`src/rtl/uart_pkg.sv`:
```
// Shared types and helpers for the oversampling UART receiver.
package uart_pkg;

  localparam int MAX_DATA_WIDTH = 9;

  typedef enum logic [1:0] {
    PAR_NONE = 2'd0,
    PAR_EVEN = 2'd1,
    PAR_ODD  = 2'd2
  } parity_mode_t;

  typedef enum logic [2:0] {
    IDLE,
    START,
    DATA,
    PARITY,
    STOP,
    BRK_WAIT
  } rx_state_t;

  typedef struct packed {
    logic                      parity_err;
    logic                      frame_err;
    logic [MAX_DATA_WIDTH-1:0] data;
  } rx_word_t;

  function automatic rx_word_t make_word(input logic pe, input logic fe,
                                         input logic [MAX_DATA_WIDTH-1:0] d);
    rx_word_t w;
    w.parity_err = pe;
    w.frame_err  = fe;
    w.data       = d;
    return w;
  endfunction

  function automatic int div_calc(input int clk_freq, input int baud, input int os);
    return clk_freq / (baud * os);
  endfunction

  // Encoding 3 is reserved and behaves like no parity.
  function automatic parity_mode_t decode_parity(input logic [1:0] m);
    case (m)
      2'd1:    return PAR_EVEN;
      2'd2:    return PAR_ODD;
      default: return PAR_NONE;
    endcase
  endfunction

endpackage

```
`src/rtl/uart_rx_fifo.sv`:
```
// First-word-fall-through FIFO for received words; a push while full is accepted only alongside a pop.
module uart_rx_fifo #(
  parameter int WIDTH = 11,
  parameter int DEPTH = 4
) (
  input  logic                   clk,
  input  logic                   rst,
  input  logic                   push,
  input  logic [WIDTH-1:0]       din,
  input  logic                   pop,
  output logic [WIDTH-1:0]       dout,
  output logic                   full,
  output logic                   empty,
  output logic [$clog2(DEPTH):0] count
);

  localparam int AW = $clog2(DEPTH);
  localparam int CW = AW + 1;
  localparam logic [CW-1:0] FULL_COUNT = CW'(DEPTH);

  logic [WIDTH-1:0] mem [DEPTH];
  logic [AW-1:0]    wr_ptr, rd_ptr;
  logic             wr_en, rd_en;

  assign full  = (count == FULL_COUNT);
  assign empty = (count == '0);
  assign wr_en = push && (!full || pop);
  assign rd_en = pop && !empty;
  assign dout  = mem[rd_ptr];

  always_ff @(posedge clk) begin
    if (rst) begin
      wr_ptr <= '0;
      rd_ptr <= '0;
      count  <= '0;
      for (int i = 0; i < DEPTH; i++) mem[i] <= '0;
    end else begin
      if (wr_en) begin
        mem[wr_ptr] <= din;
        wr_ptr      <= wr_ptr + 1'b1;
      end
      if (rd_en) rd_ptr <= rd_ptr + 1'b1;
      case ({wr_en, rd_en})
        2'b10:   count <= count + 1'b1;
        2'b01:   count <= count - 1'b1;
        default: count <= count;
      endcase
    end
  end

endmodule

```
`src/rtl/uart_rx_os.sv`:
```
// Oversampling UART receiver with majority vote, runtime parity and 1/2 stop bits.
// Define UART_RX_FIFO_EN for a FIFO_DEPTH output FIFO; otherwise a single holding register.
module uart_rx_os
  import uart_pkg::*;
#(
  parameter int DATA_WIDTH = 8,
  parameter int BAUD_RATE  = 115200,
  parameter int CLK_FREQ   = 100_000_000,
  parameter int OVERSAMPLE = 16,
  parameter int FIFO_DEPTH = 4
) (
  input  logic                  clk,
  input  logic                  rst,
  input  logic                  uart_in,
  input  logic [1:0]            parity_mode,
  input  logic                  two_stop,
  output logic [DATA_WIDTH-1:0] data,
  output logic                  valid,
  input  logic                  ready,
  output logic                  parity_err,
  output logic                  frame_err,
  output logic                  overrun,
  output logic                  break_det
);

  localparam int DIV = div_calc(CLK_FREQ, BAUD_RATE, OVERSAMPLE);
  localparam int DCW = (DIV > 1) ? $clog2(DIV) : 1;
  localparam int OCW = $clog2(OVERSAMPLE);
  localparam int BCW = $clog2(DATA_WIDTH);
  localparam int M   = OVERSAMPLE / 2;
  localparam logic [DCW-1:0] DIV_LAST = DCW'(DIV - 1);
  localparam logic [OCW-1:0] OS_LAST  = OCW'(OVERSAMPLE - 1);
  localparam logic [OCW-1:0] OS_V0    = OCW'(M - 1);
  localparam logic [OCW-1:0] OS_V1    = OCW'(M);
  localparam logic [OCW-1:0] OS_V2    = OCW'(M + 1);
  localparam logic [BCW-1:0] BIT_LAST = BCW'(DATA_WIDTH - 1);

  logic                  rx_meta, rx_s;
  rx_state_t             state, state_n;
  logic [DCW-1:0]        div_cnt;
  logic [OCW-1:0]        os_cnt;
  logic [1:0]            votes;
  logic                  tick, vote, vote_now, bit_end;
  logic [DATA_WIDTH-1:0] shreg;
  logic [BCW-1:0]        bit_idx;
  logic                  stop_idx, last_stop, is_break;
  parity_mode_t          pmode;
  logic                  two_stop_l, par_bit, par_err_r, frm_err_r;
  logic                  push, brk, pop, buf_full;
  rx_word_t              push_word, head;
  logic                  unused_head;

  assign tick      = (div_cnt == DIV_LAST);
  assign vote_now  = tick && (os_cnt == OS_V2);
  assign bit_end   = tick && (os_cnt == OS_LAST);
  assign vote      = (votes[0] & votes[1]) | (votes[0] & rx_s) | (votes[1] & rx_s);
  assign last_stop = (stop_idx == two_stop_l);
  assign is_break  = (shreg == '0) && (pmode == PAR_NONE || !par_bit) && !vote && !stop_idx;
  assign push_word = make_word(par_err_r, frm_err_r | ~vote, MAX_DATA_WIDTH'(shreg));

  // Leaving for IDLE at the last stop-bit vote lets the next start edge be seen mid stop bit.
  always_comb begin
    state_n = state;
    push    = 1'b0;
    brk     = 1'b0;
    case (state)
      IDLE:     if (!rx_s) state_n = START;
      START: begin
        if (vote_now && vote) state_n = IDLE;
        else if (bit_end)     state_n = DATA;
      end
      DATA:     if (bit_end && bit_idx == BIT_LAST)
                  state_n = (pmode == PAR_NONE) ? STOP : PARITY;
      PARITY:   if (bit_end) state_n = STOP;
      STOP: begin
        if (vote_now) begin
          if (is_break) begin
            brk     = 1'b1;
            state_n = BRK_WAIT;
          end else if (last_stop) begin
            push    = 1'b1;
            state_n = IDLE;
          end
        end
      end
      BRK_WAIT: if (rx_s) state_n = IDLE;
      default:  state_n = IDLE;
    endcase
  end

  always_ff @(posedge clk) begin
    if (rst) begin
      rx_meta    <= 1'b1;
      rx_s       <= 1'b1;
      state      <= IDLE;
      div_cnt    <= '0;
      os_cnt     <= '0;
      votes      <= '0;
      shreg      <= '0;
      bit_idx    <= '0;
      stop_idx   <= 1'b0;
      pmode      <= PAR_NONE;
      two_stop_l <= 1'b0;
      par_bit    <= 1'b0;
      par_err_r  <= 1'b0;
      frm_err_r  <= 1'b0;
      break_det  <= 1'b0;
    end else begin
      rx_meta   <= uart_in;
      rx_s      <= rx_meta;
      state     <= state_n;
      break_det <= brk;
      if (state == IDLE || state == BRK_WAIT) begin
        div_cnt   <= '0;
        os_cnt    <= '0;
        bit_idx   <= '0;
        stop_idx  <= 1'b0;
        par_bit   <= 1'b0;
        par_err_r <= 1'b0;
        frm_err_r <= 1'b0;
      end else begin
        div_cnt <= tick ? '0 : div_cnt + 1'b1;
        if (tick) os_cnt <= (os_cnt == OS_LAST) ? '0 : os_cnt + 1'b1;
        if (tick && os_cnt == OS_V0) votes[0] <= rx_s;
        if (tick && os_cnt == OS_V1) votes[1] <= rx_s;
        // Line settings are frozen once the start bit is confirmed.
        if (vote_now) begin
          case (state)
            START: if (!vote) begin
              pmode      <= decode_parity(parity_mode);
              two_stop_l <= two_stop;
            end
            DATA:   shreg <= {vote, shreg[DATA_WIDTH-1:1]};
            PARITY: begin
              par_bit   <= vote;
              par_err_r <= ((^shreg) ^ vote) != (pmode == PAR_ODD);
            end
            STOP:   if (!vote) frm_err_r <= 1'b1;
            default: ;
          endcase
        end
        if (bit_end) begin
          case (state)
            DATA:    bit_idx  <= bit_idx + 1'b1;
            STOP:    stop_idx <= 1'b1;
            default: ;
          endcase
        end
      end
    end
  end

  assign pop = valid && ready;

`ifdef UART_RX_FIFO_EN
  logic                      fifo_empty;
  logic [$clog2(FIFO_DEPTH):0] fifo_count;
  logic                      unused_count;

  uart_rx_fifo #(
    .WIDTH ($bits(rx_word_t)),
    .DEPTH (FIFO_DEPTH)
  ) u_fifo (
    .clk   (clk),
    .rst   (rst),
    .push  (push),
    .din   (push_word),
    .pop   (pop),
    .dout  (head),
    .full  (buf_full),
    .empty (fifo_empty),
    .count (fifo_count)
  );

  assign valid        = !fifo_empty;
  assign unused_count = ^fifo_count;

  always_ff @(posedge clk) begin
    if (rst) overrun <= 1'b0;
    else     overrun <= push && buf_full && !pop;
  end
`else
  localparam int unused_fifo_depth = FIFO_DEPTH;
  logic hold_valid;

  assign buf_full = hold_valid;
  assign valid    = hold_valid;

  // A push into a full register succeeds only when the stored word leaves in the same cycle.
  always_ff @(posedge clk) begin
    if (rst) begin
      hold_valid <= 1'b0;
      head       <= '0;
      overrun    <= 1'b0;
    end else begin
      overrun <= push && buf_full && !pop;
      if (push && (!buf_full || pop)) begin
        head       <= push_word;
        hold_valid <= 1'b1;
      end else if (pop) begin
        hold_valid <= 1'b0;
      end
    end
  end
`endif

  assign data        = head.data[DATA_WIDTH-1:0];
  assign parity_err  = head.parity_err;
  assign frame_err   = head.frame_err;
  assign unused_head = ^head;

endmodule

```
`config.mk`:
```
export PLATFORM = sky130hd
export DESIGN_NAME = uart_rx_os
export DESIGN_NICKNAME = d
export VERILOG_FILES = /design/src/rtl/uart_pkg.sv /design/src/rtl/uart_rx_fifo.sv /design/src/rtl/uart_rx_os.sv
export SDC_FILE = /design/constraint.sdc
export NUM_CORES = 1
export LEC_CHECK = 0
export CORE_MARGIN = 2
export CORE_UTILIZATION = 45
export CTS_CLUSTER_DIAMETER = 80
export CTS_CLUSTER_SIZE = 24
export DETAILED_ROUTE_END_ITERATION = 8
export PLACE_DENSITY = 0.66
export RECOVER_POWER = 25
export SYNTH_ARGS = -nofsm -noshare
export SYNTH_HDL_FRONTEND = slang
export SYNTH_SLANG_ARGS = --single-unit
```
`constraint.sdc`:
```
create_clock -name clk -period 2.2 [get_ports clk]
set_clock_uncertainty 0.2 [all_clocks]
set_input_delay 0.33 -clock clk [delete_from_list [all_inputs] [get_ports clk]]
set_output_delay 0.33 -clock clk [all_outputs]
set_load 0.05 [all_outputs]
```
==> impl_metrics.tcl, run 1 <==
set metrics [dict create \
    ir_worst_vdd_mv 0.372 \
    gr-total-overflow 0 \
    root_buffer "clkbuf_8" \
    cts_hold_buf 0 \
    reg2reg_setup_slack_ps 120 \
    endpoint_kind "flop" \
    ant_nets 0 \
    finalCritPeriodShare 0.945 \
    yosysWarnings 0 \
    synth_ff_type "dfxtp_1" \
    tightest_slew_ps 501 \
    outcome "completed" \
    antenna_found_initial 0 \
    numCtsBuffers 5 \
    detailed_place.area_mm2 0.00263 \
    relSlewSlack 0.665 \
    synthArstFlopShare 0 \
    fmax_ghz 0.481 \
    ys_types 42 \
    avgRoutedWirePerCell_um 12.7 \
    grt_usage 0.174 \
    vias_per_cell 5.19 \
    htree_levels 2 \
    yosys.area.top_type "dfxtp_1" \
    syn_inst 260 \
    post_cts_buffers 0 \
    syn_to_final_growth_pct 21.0 \
    p_per_area_mw_per_mm2 788 \
    drive_gt1_frac 0.110 \
    regArea_um2 961 \
    period_needed_ps 2080 \
    cp_top_family "simple AND/OR/NAND/NOR gates" \
    synth_edf_count 0 \
    hold_class "reg2reg" \
    path_cells "or3b_1 > nor3_1 > nand4_2 > buf_12 > nor2b_1 > nor3_1" \
    route.detailed.drc 0 \
    synth_top_area_frac 0.419 \
    syn-num-nets 278 \
    synth_most_common_cell "dfxtp_1" \
    fin_nets 307 \
    finalHoldViolCount 0 \
    cts_tree "built" \
    clk_path_buf_depth 2 \
    io_pins 20 \
    clock_latency_ps 300 \
    tns_ps 0 \
    grt_setup_unrepaired "no" \
    port_buffers 19 \
    cts_sinks 48 \
    grt_pass1_vias 1675 \
    path_buf_inv 1 \
    design_area_mm2 0.00277 \
    path_class "reg2reg" \
    cp.arrival_ps 2110 \
    rows 25 \
    crit_fanout 10 \
    first_iter_violations 123 \
    drtPass1Iterations 4 \
    startpoint_type "flop" \
    synth.top_cells.by_area "dfxtp_1 (42%), mux2i_1 (6.1%), ha_1 (6.0%), nor2_1 (5.7%), a21oi_1 (4.4%)" \
    die_w_um 75.4 \
    core-area_mm2 0.00482 \
    routabilityCongestion 0.912 \
    synth_seq_cells 48 \
    start_util 0.476 \
    crit_slowest_cell "or3b_1" \
    slew_violations 0 \
    hpwlAfterDp_um 3340 \
    pre_cts_slack_ps 16.9 \
    grt_pass1_wl_um 7560 \
    leakage_uw 0.00107 \
    fill_cells 456 \
    cap_violations 0 \
    yosysSeqAreaShare 0.419 \
    synth_area_per_cell_um2 8.82 \
    crit_top_cell "nor3_1" \
    clkTransAtPathRegs_ps 90 \
    wl_um 4530 \
    multi_input_area_mm2 0.00124 \
    synth_area_mm2 0.00229 \
    synth_commonest_cells "dfxtp_1 (48), nor2_1 (35), nand2_1 (23), a21oi_1 (20), mux2i_1 (14)" \
    die_y_um 75.4 \
    max_stage_delay_ps 450 \
    die_area_mm2 0.00568 \
    timing.final.ws_setup_ps 120 \
    grt_max_degree 32 \
    antenna_cells 0 \
    vias 1853 \
    cp_data_required_time_ps 2230 \
    finalSetupViolCount 0 \
]
power breakdown:
| group | internal (µW) | switching (µW) |
|---|---|---|
| combinational | 204 | 291 |
| clock | 457 | 304 |
| sequential | 908 | 20.3 |
| total | 1570 | 615 |
metrics by stage:
stage               total power (µW)  cells  hold WS, ps  utilization
floorplan                       1320    260          189            -
global placement                1440    349          195        0.545
detailed placement              1440    349          202        0.545
CTS                             2210    357          223        0.575
global route                    2300    357          233        0.576
finish                          2180    357          217        0.576
flip-flops by register name, indices dropped and copies added (netlist names), 2 cells and up:
name and flops:
os_cnt 4, state 3, div_cnt 6, shreg 8, data 8, votes 2
bit_idx 3, pmode 2
cell families (layout without fill, tap and decap cells):
logic type / after synthesis / count (layout) / share of synthesized area
AOI/OAI and AO/OA: 42 / 42 / 0.113
xor gates and xnor gates: 13 / 13 / 0.0497
adders and majority gates: 12 / 12 / 0.0650
buffers and inverters: 24 / 54 / 0.0475
DFF: 48 / 48 / 0.419
muxes: 14 / 14 / 0.0611
and+or+nand+nor: 107 / 107 / 0.245
layout by cell type (no fill, tap or decap), types with 3 or more instances in the layout:
cell type        instances
dfxtp_1                 48
ha_1                    11
a211oi_1                 3
nand2b_1                 4
o21a_1                   3
a31oi_1                  3
a21oi_1                 20
nand3_1                  7
clkdlybuf4s50_1         18
inv_1                   12
nand2_1                 23
mux2i_1                 14
xor2_1                   4
nor3_1                   5
nor2b_1                  5
clkbuf_8                 5
buf_4                   12
nor2_1                  35
o21ai_0                  5
nand4_1                  3
or3b_1                   4
xnor2_1                  9
nand3b_1                 3
final timing paths:
kind,startpoint,endpoint,depth (start not counted)
min,rx_meta,rx_s,1
max reg2reg,state[1],frame_err,6
max,state[1],frame_err,6
min reg2reg,rx_meta,rx_s,1
per-layer routing:
metal,global-route usage,vias up,part of all wire
li1,-,949,-
met1,0.240,854,0.50
met2,0.262,44,0.44
met3,0.0437,6,0.053
met4,0.0682,0,0.012
met5,0,-,0
what timing repair did:
action                                  4_1_cts  5_1_grt
resized for setup                             1        2
endpoints found under the setup margin        1        6
cloned                                        0        0
endpoints found under the hold margin         0        0
cell type report:
| class | instances | area share |
|---|---|---|
| Tap cell | 67 | 0.0302 |
| Sequential cell | 48 | 0.347 |
| Timing Repair Buffer | 34 | 0.111 |
| Clock buffer | 5 | 0.0248 |
| Multi-Input combinational cell | 188 | 0.446 |
| Inverter | 12 | 0.0162 |
| Clock inverter | 3 | 0.0248 |
worst reg2reg max path: stages (launching register included):
cell,delay [ps]
dfxtp_1,320
or3b_1,450
nor3_1,350
nand4_2,210
buf_12,190
nor2b_1,130
nor3_1,160
Power figures use the tool's default switching activity.
==> run 2, diff against run 1 <==
--- a/config.mk
+++ b/config.mk
@@ -6,11 +6,11 @@
 export NUM_CORES = 1
 export LEC_CHECK = 0
 export CORE_MARGIN = 2
-export CORE_UTILIZATION = 45
+export CORE_UTILIZATION = 50
 export CTS_CLUSTER_DIAMETER = 80
 export CTS_CLUSTER_SIZE = 24
 export DETAILED_ROUTE_END_ITERATION = 8
-export PLACE_DENSITY = 0.66
+export PLACE_DENSITY = 0.72
 export RECOVER_POWER = 25
 export SYNTH_ARGS = -nofsm -noshare
 export SYNTH_HDL_FRONTEND = slang
==> run 2 against run 1 <==
Net effect: sequential power is essentially flat; worst hold slack lost 1.8 ps; sequential share of layout area rose by 0.48 points; final cell count fell by 4.5%; via count down 1.2%; non-clock buffer count shrank 1; critical path depth did not move; routed wire length shrank 0.73%; global-route usage grew 1.4 points; sequential cell count unchanged; first-iteration DRC count increased by 13%; worst setup slack got worse by 15 ps; highest routed layer unchanged.
==> impl_metrics.tcl, run 2 (synthesis gave the netlist of run 1 again) <==
set metrics [dict create \
    outcome "completed" \
    clk_path_buf_depth 2 \
    finalPower_uw 2110 \
    routabilityCongestion 0.878 \
    finalCritPeriodShare 0.952 \
    slew_violations 0 \
    rr_startpoint "rx_s" \
    path_class "reg2reg" \
    finalHoldViolCount 0 \
    fin_nets 306 \
    ir_worst_vdd_mv 0.343 \
    leakage_uw 0.00106 \
    antenna_cells 0 \
    vias 1831 \
    p_per_area_mw_per_mm2 773 \
    start_util 0.523 \
    wl_um 4490 \
    antenna_found_initial 0 \
    startpoint "rx_s" \
    io_pins 20 \
    gr-total-overflow 0 \
    endpoint_kind "flop" \
    cp.arrival_ps 2080 \
    core-area_mm2 0.00438 \
    cts_tree "built" \
    clkTransAtPathRegs_ps 80 \
    ant_nets 0 \
    layout_commonest_cell "dfxtp_1" \
    crit_fanout 10 \
    root_buffer "clkbuf_8" \
    die_area_mm2 0.00514 \
    syn_to_final_growth_pct 19.3 \
    crit_end "data[2]" \
    cts_sinks 48 \
    final_cell_mix "dfxtp_1 (48), nor2_1 (35), nand2_1 (23), a21oi_1 (20), clkdlybuf4s50_1 (17)" \
    die_w_um 71.7 \
    period_needed_ps 2090 \
    grt_max_degree 32 \
    grt_setup_unrepaired "no" \
    design_area_mm2 0.00274 \
    port_buffers 19 \
    wl_met1_um 2160 \
    cap_violations 0 \
    grt_pass1_vias 1679 \
    highest_layer "met4" \
    cp_data_required_time_ps 2190 \
    clock_latency_ps 300 \
    hold_class "reg2reg" \
    rows 24 \
    startpoint_type "flop" \
    grt_usage 0.188 \
    relSlewSlack 0.661 \
    met2WireLength_um 2060 \
    avgRoutedWirePerCell_um 13.2 \
    tns_ps 0 \
    fmax_ghz 0.477 \
    drive_gt1_frac 0.114 \
    post_cts_buffers 0 \
    reg2reg_depth 6 \
    first_iter_violations 139 \
    hpwlAfterDp_um 3360 \
    vias_per_cell 5.37 \
    die_y_um 71.7 \
    detailed_place.area_mm2 0.00260 \
    regToRegEndpoint "data[2]" \
    htree_levels 2 \
    route.detailed.drc 0 \
    drtPass1Iterations 4 \
    whs_ps 215 \
    grt_pass1_wl_um 7620 \
    reg2reg_setup_slack_ps 110 \
    tightest_slew_ps 507 \
    finalSetupViolCount 0 \
    met3_length_um 209 \
    numCtsBuffers 5 \
]
[run 2: worst min path at each step]
stage                     endpoint  slack (ps)  cells past startpoint     from
after floorplan               rx_s         190                      1  rx_meta
after CTS                     rx_s         220                      1  rx_meta
final                         rx_s         210                      1  rx_meta
after global routing          rx_s         240                      1  rx_meta
after detailed placement      rx_s         200                      1  rx_meta
after global placement        rx_s         190                      1  rx_meta
[run 2: critical path: stages, from the launching register on]
cell,delay (ps)
dfxtp_1,350
maj3_2,310
or4_4,550
nand4_2,170
buf_12,150
mux2i_1,200
nor2_1,50
[run 2: area by class of cell]
class	count	area (µm²)
Timing Repair Buffer	33	304
Sequential cell	48	961
Tap cell	52	65.1
Fill cell	379	1650
Inverter	12	45.0
Clock buffer	6	82.6
Clock inverter	2	38.8
Multi-Input combinational cell	188	1240
[run 2: what timing repair did]
item                                    4_1_cts  5_1_grt
hold buffers                                  0        0
endpoints found under the setup margin        0        5
resized for setup                             0        4
[run 2: metrics by stage]
stage | setup slack (ps) | instances | utilization
global placement | 102 | 333 | 0.593
floorplan | 124 | 260 | -
global route | 1.62 | 341 | 0.624
CTS | 42.6 | 341 | 0.621
detailed placement | 49.9 | 333 | 0.593
finish | 105 | 341 | 0.624
[run 2: report_power, final]
group / switching [µW] / internal (µW)
Sequential: 22.2 / 908
Combinational: 299 / 225
Clock: 289 / 372
[run 2: layer usage]
metal | GRT usage | up-vias
li1 | - | 947
met5 | 0 | -
met2 | 0.296 | 39
met1 | 0.249 | 839
met4 | 0.0755 | 0
met3 | 0.0436 | 6
==> run 3, diff against run 2 <==
--- a/config.mk
+++ b/config.mk
@@ -10,8 +10,9 @@
 export CTS_CLUSTER_DIAMETER = 80
 export CTS_CLUSTER_SIZE = 24
 export DETAILED_ROUTE_END_ITERATION = 8
-export PLACE_DENSITY = 0.72
+export PLACE_DENSITY = 0.7
 export RECOVER_POWER = 25
+export SETUP_SLACK_MARGIN = 0.4
 export SYNTH_ARGS = -nofsm -noshare
 export SYNTH_HDL_FRONTEND = slang
 export SYNTH_SLANG_ARGS = --single-unit
==> constraint.sdc (replaced) <==
create_clock -name clk -period 2.55 [get_ports clk]
set_clock_uncertainty 0.2 [all_clocks]
set_input_delay 0.3825 -clock clk [delete_from_list [all_inputs] [get_ports clk]]
set_output_delay 0.3825 -clock clk [all_outputs]
set_load 0.05 [all_outputs]
==> run 3 against run 2 <==
Net effect: worst setup slack gained 300 ps; non-clock buffer count shrank 2; sequential cell count is the same; total power shrank 20%; via count grew 0.82%; sequential share of layout area grew 0.45 points; global-route usage shrank 0.41 points; die area is the same; largest power group unchanged.
==> impl_metrics.tcl, run 3 (synthesis gave the netlist of run 1 again) <==
set metrics [dict create \
    grt_usage 0.184 \
    postLayoutCoreUtil 0.618 \
    finalHoldViolCount 0 \
    vias 1846 \
    outcome "completed" \
    cp_data_required_time_ps 2540 \
    cts_tree "built" \
    leakage_uw 0.00100 \
    ant_nets 0 \
    cts_sinks 48 \
    wl_um 4470 \
    vias_per_cell 5.45 \
    clkTransAtPathRegs_ps 80 \
    cap_violations 0 \
    relSlewSlack 0.114 \
    hold_class "reg2reg" \
    rows 24 \
    fin_nets 304 \
    path_class "reg2reg" \
    cts_hold_buf 0 \
    gr-total-overflow 0 \
    clock_latency_ps 300 \
    route.detailed.drc 0 \
    finalNonFillerCells 339 \
    period_needed_ps 2150 \
    root_buffer "clkbuf_8" \
    combPwrFrac 0.241 \
    htree_levels 2 \
    pre_cts_slack_ps 367 \
    fill_cells 383 \
    drtPass1Iterations 4 \
    port_buffers 19 \
    netSwitchingFraction 0.305 \
    tns_ps 0 \
    final_cell_mix "dfxtp_1 (45), nor2_1 (35), nand2_1 (23), a21oi_1 (19), clkdlybuf4s50_1 (18)" \
    layout_commonest_cell "dfxtp_1" \
    ir_worst_vdd_mv 0.368 \
    antenna_cells 0 \
    tightest_slew_ps 1330 \
    core-area_mm2 0.00438 \
    grt_max_degree 32 \
    share_seq_of_total_power 0.486 \
    first_iter_violations 87 \
    die_area_mm2 0.00514 \
    die_y_um 71.7 \
    grt_setup_unrepaired "yes" \
    finalSetupViolCount 0 \
    numCtsBuffers 5 \
    finalCritPeriodShare 0.842 \
    syn_to_final_growth_pct 18.3 \
    start_util 0.523 \
    cp.arrival_ps 2130 \
    p_per_area_mw_per_mm2 627 \
    clockPowerShare 0.274 \
    io_pins 20 \
    antenna_found_initial 0 \
    clk_path_buf_depth 2 \
    avgRoutedWirePerCell_um 13.2 \
    routabilityCongestion 0.841 \
    crit_fanout 12 \
    grt_pass1_vias 1675 \
    die_w_um 71.7 \
    switchingPower_uw 518 \
    startpoint_type "flop" \
    p_int_uw 1180 \
    hpwlAfterDp_um 3060 \
    slew_violations 0 \
    endpoint_kind "flop" \
    timing.final.ws_setup_ps 403 \
    fmax_ghz 0.466 \
    grt_pass1_wl_um 7510 \
    placed_cells 326 \
    drive_gt1_frac 0.108 \
]
-- run 3: power by group through the flow --
stage	sequential [µW]	clock (µW)	combinational (µW)
floorplan	816	0	326
global placement	834	0	403
detailed placement	836	0	401
CTS	819	479	402
global route	831	503	453
finish	826	465	410
-- run 3: stage by stage --
| stage | power, µW | hold slack (ps) | area, µm² |
|---|---|---|---|
| floorplan | 1140 | 189 | 2290 |
| global placement | 1240 | 197 | 2540 |
| detailed placement | 1240 | 194 | 2540 |
| CTS | 1700 | 214 | 2640 |
| global route | 1790 | 237 | 2710 |
| finish | 1700 | 213 | 2710 |
-- run 3: worst paths after layout --
check	slack [ps]	start	depth (start not counted)	to
max	400	state[2]	6	div_cnt[3]
min reg2reg	210	rx_meta	1	rx_s
min	210	rx_meta	1	rx_s
max reg2reg	400	state[2]	6	div_cnt[3]
-- run 3: area by class of cell --
cell class	instances	area [µm²]	area share
clock buffers	7	86.3	0.0318
clock inverters	1	7.51	0.00277
inverters	12	45.0	0.0166
multi-input cells	188	1240	0.459
flip-flops and latches	48	965	0.356
well taps	52	65.1	0.0240
repair buffers	31	298	0.110
-- run 3: critical path, stage by stage, from the launching register on --
cell	delay, ps
dfxtp_1	320
buf_4	170
xor2_1	160
nor2_1	180
or2_0	620
nand2b_1	310
nor2_1	80
-- run 3: layer usage --
| metal | vias to the layer above | share of wire | global-route usage | wire (µm) |
|---|---|---|---|---|
| met5 | - | 0 | 0 | 0 |
| met4 | 0 | 0.014 | 0.0713 | 63 |
| met3 | 7 | 0.037 | 0.0436 | 164 |
| met2 | 34 | 0.45 | 0.287 | 2010 |
| met1 | 863 | 0.50 | 0.246 | 2230 |
| li1 | 942 | - | - | - |
-- run 3: repair_timing --
| item | in CTS | in global routing |
|---|---|---|
| endpoints found under the setup margin | 12 | 19 |
| buffers inserted | 1 | 3 |
| resized for setup | 2 | 9 |
| gates cloned | 0 | 1 |
| pin swaps | 2 | 2 |
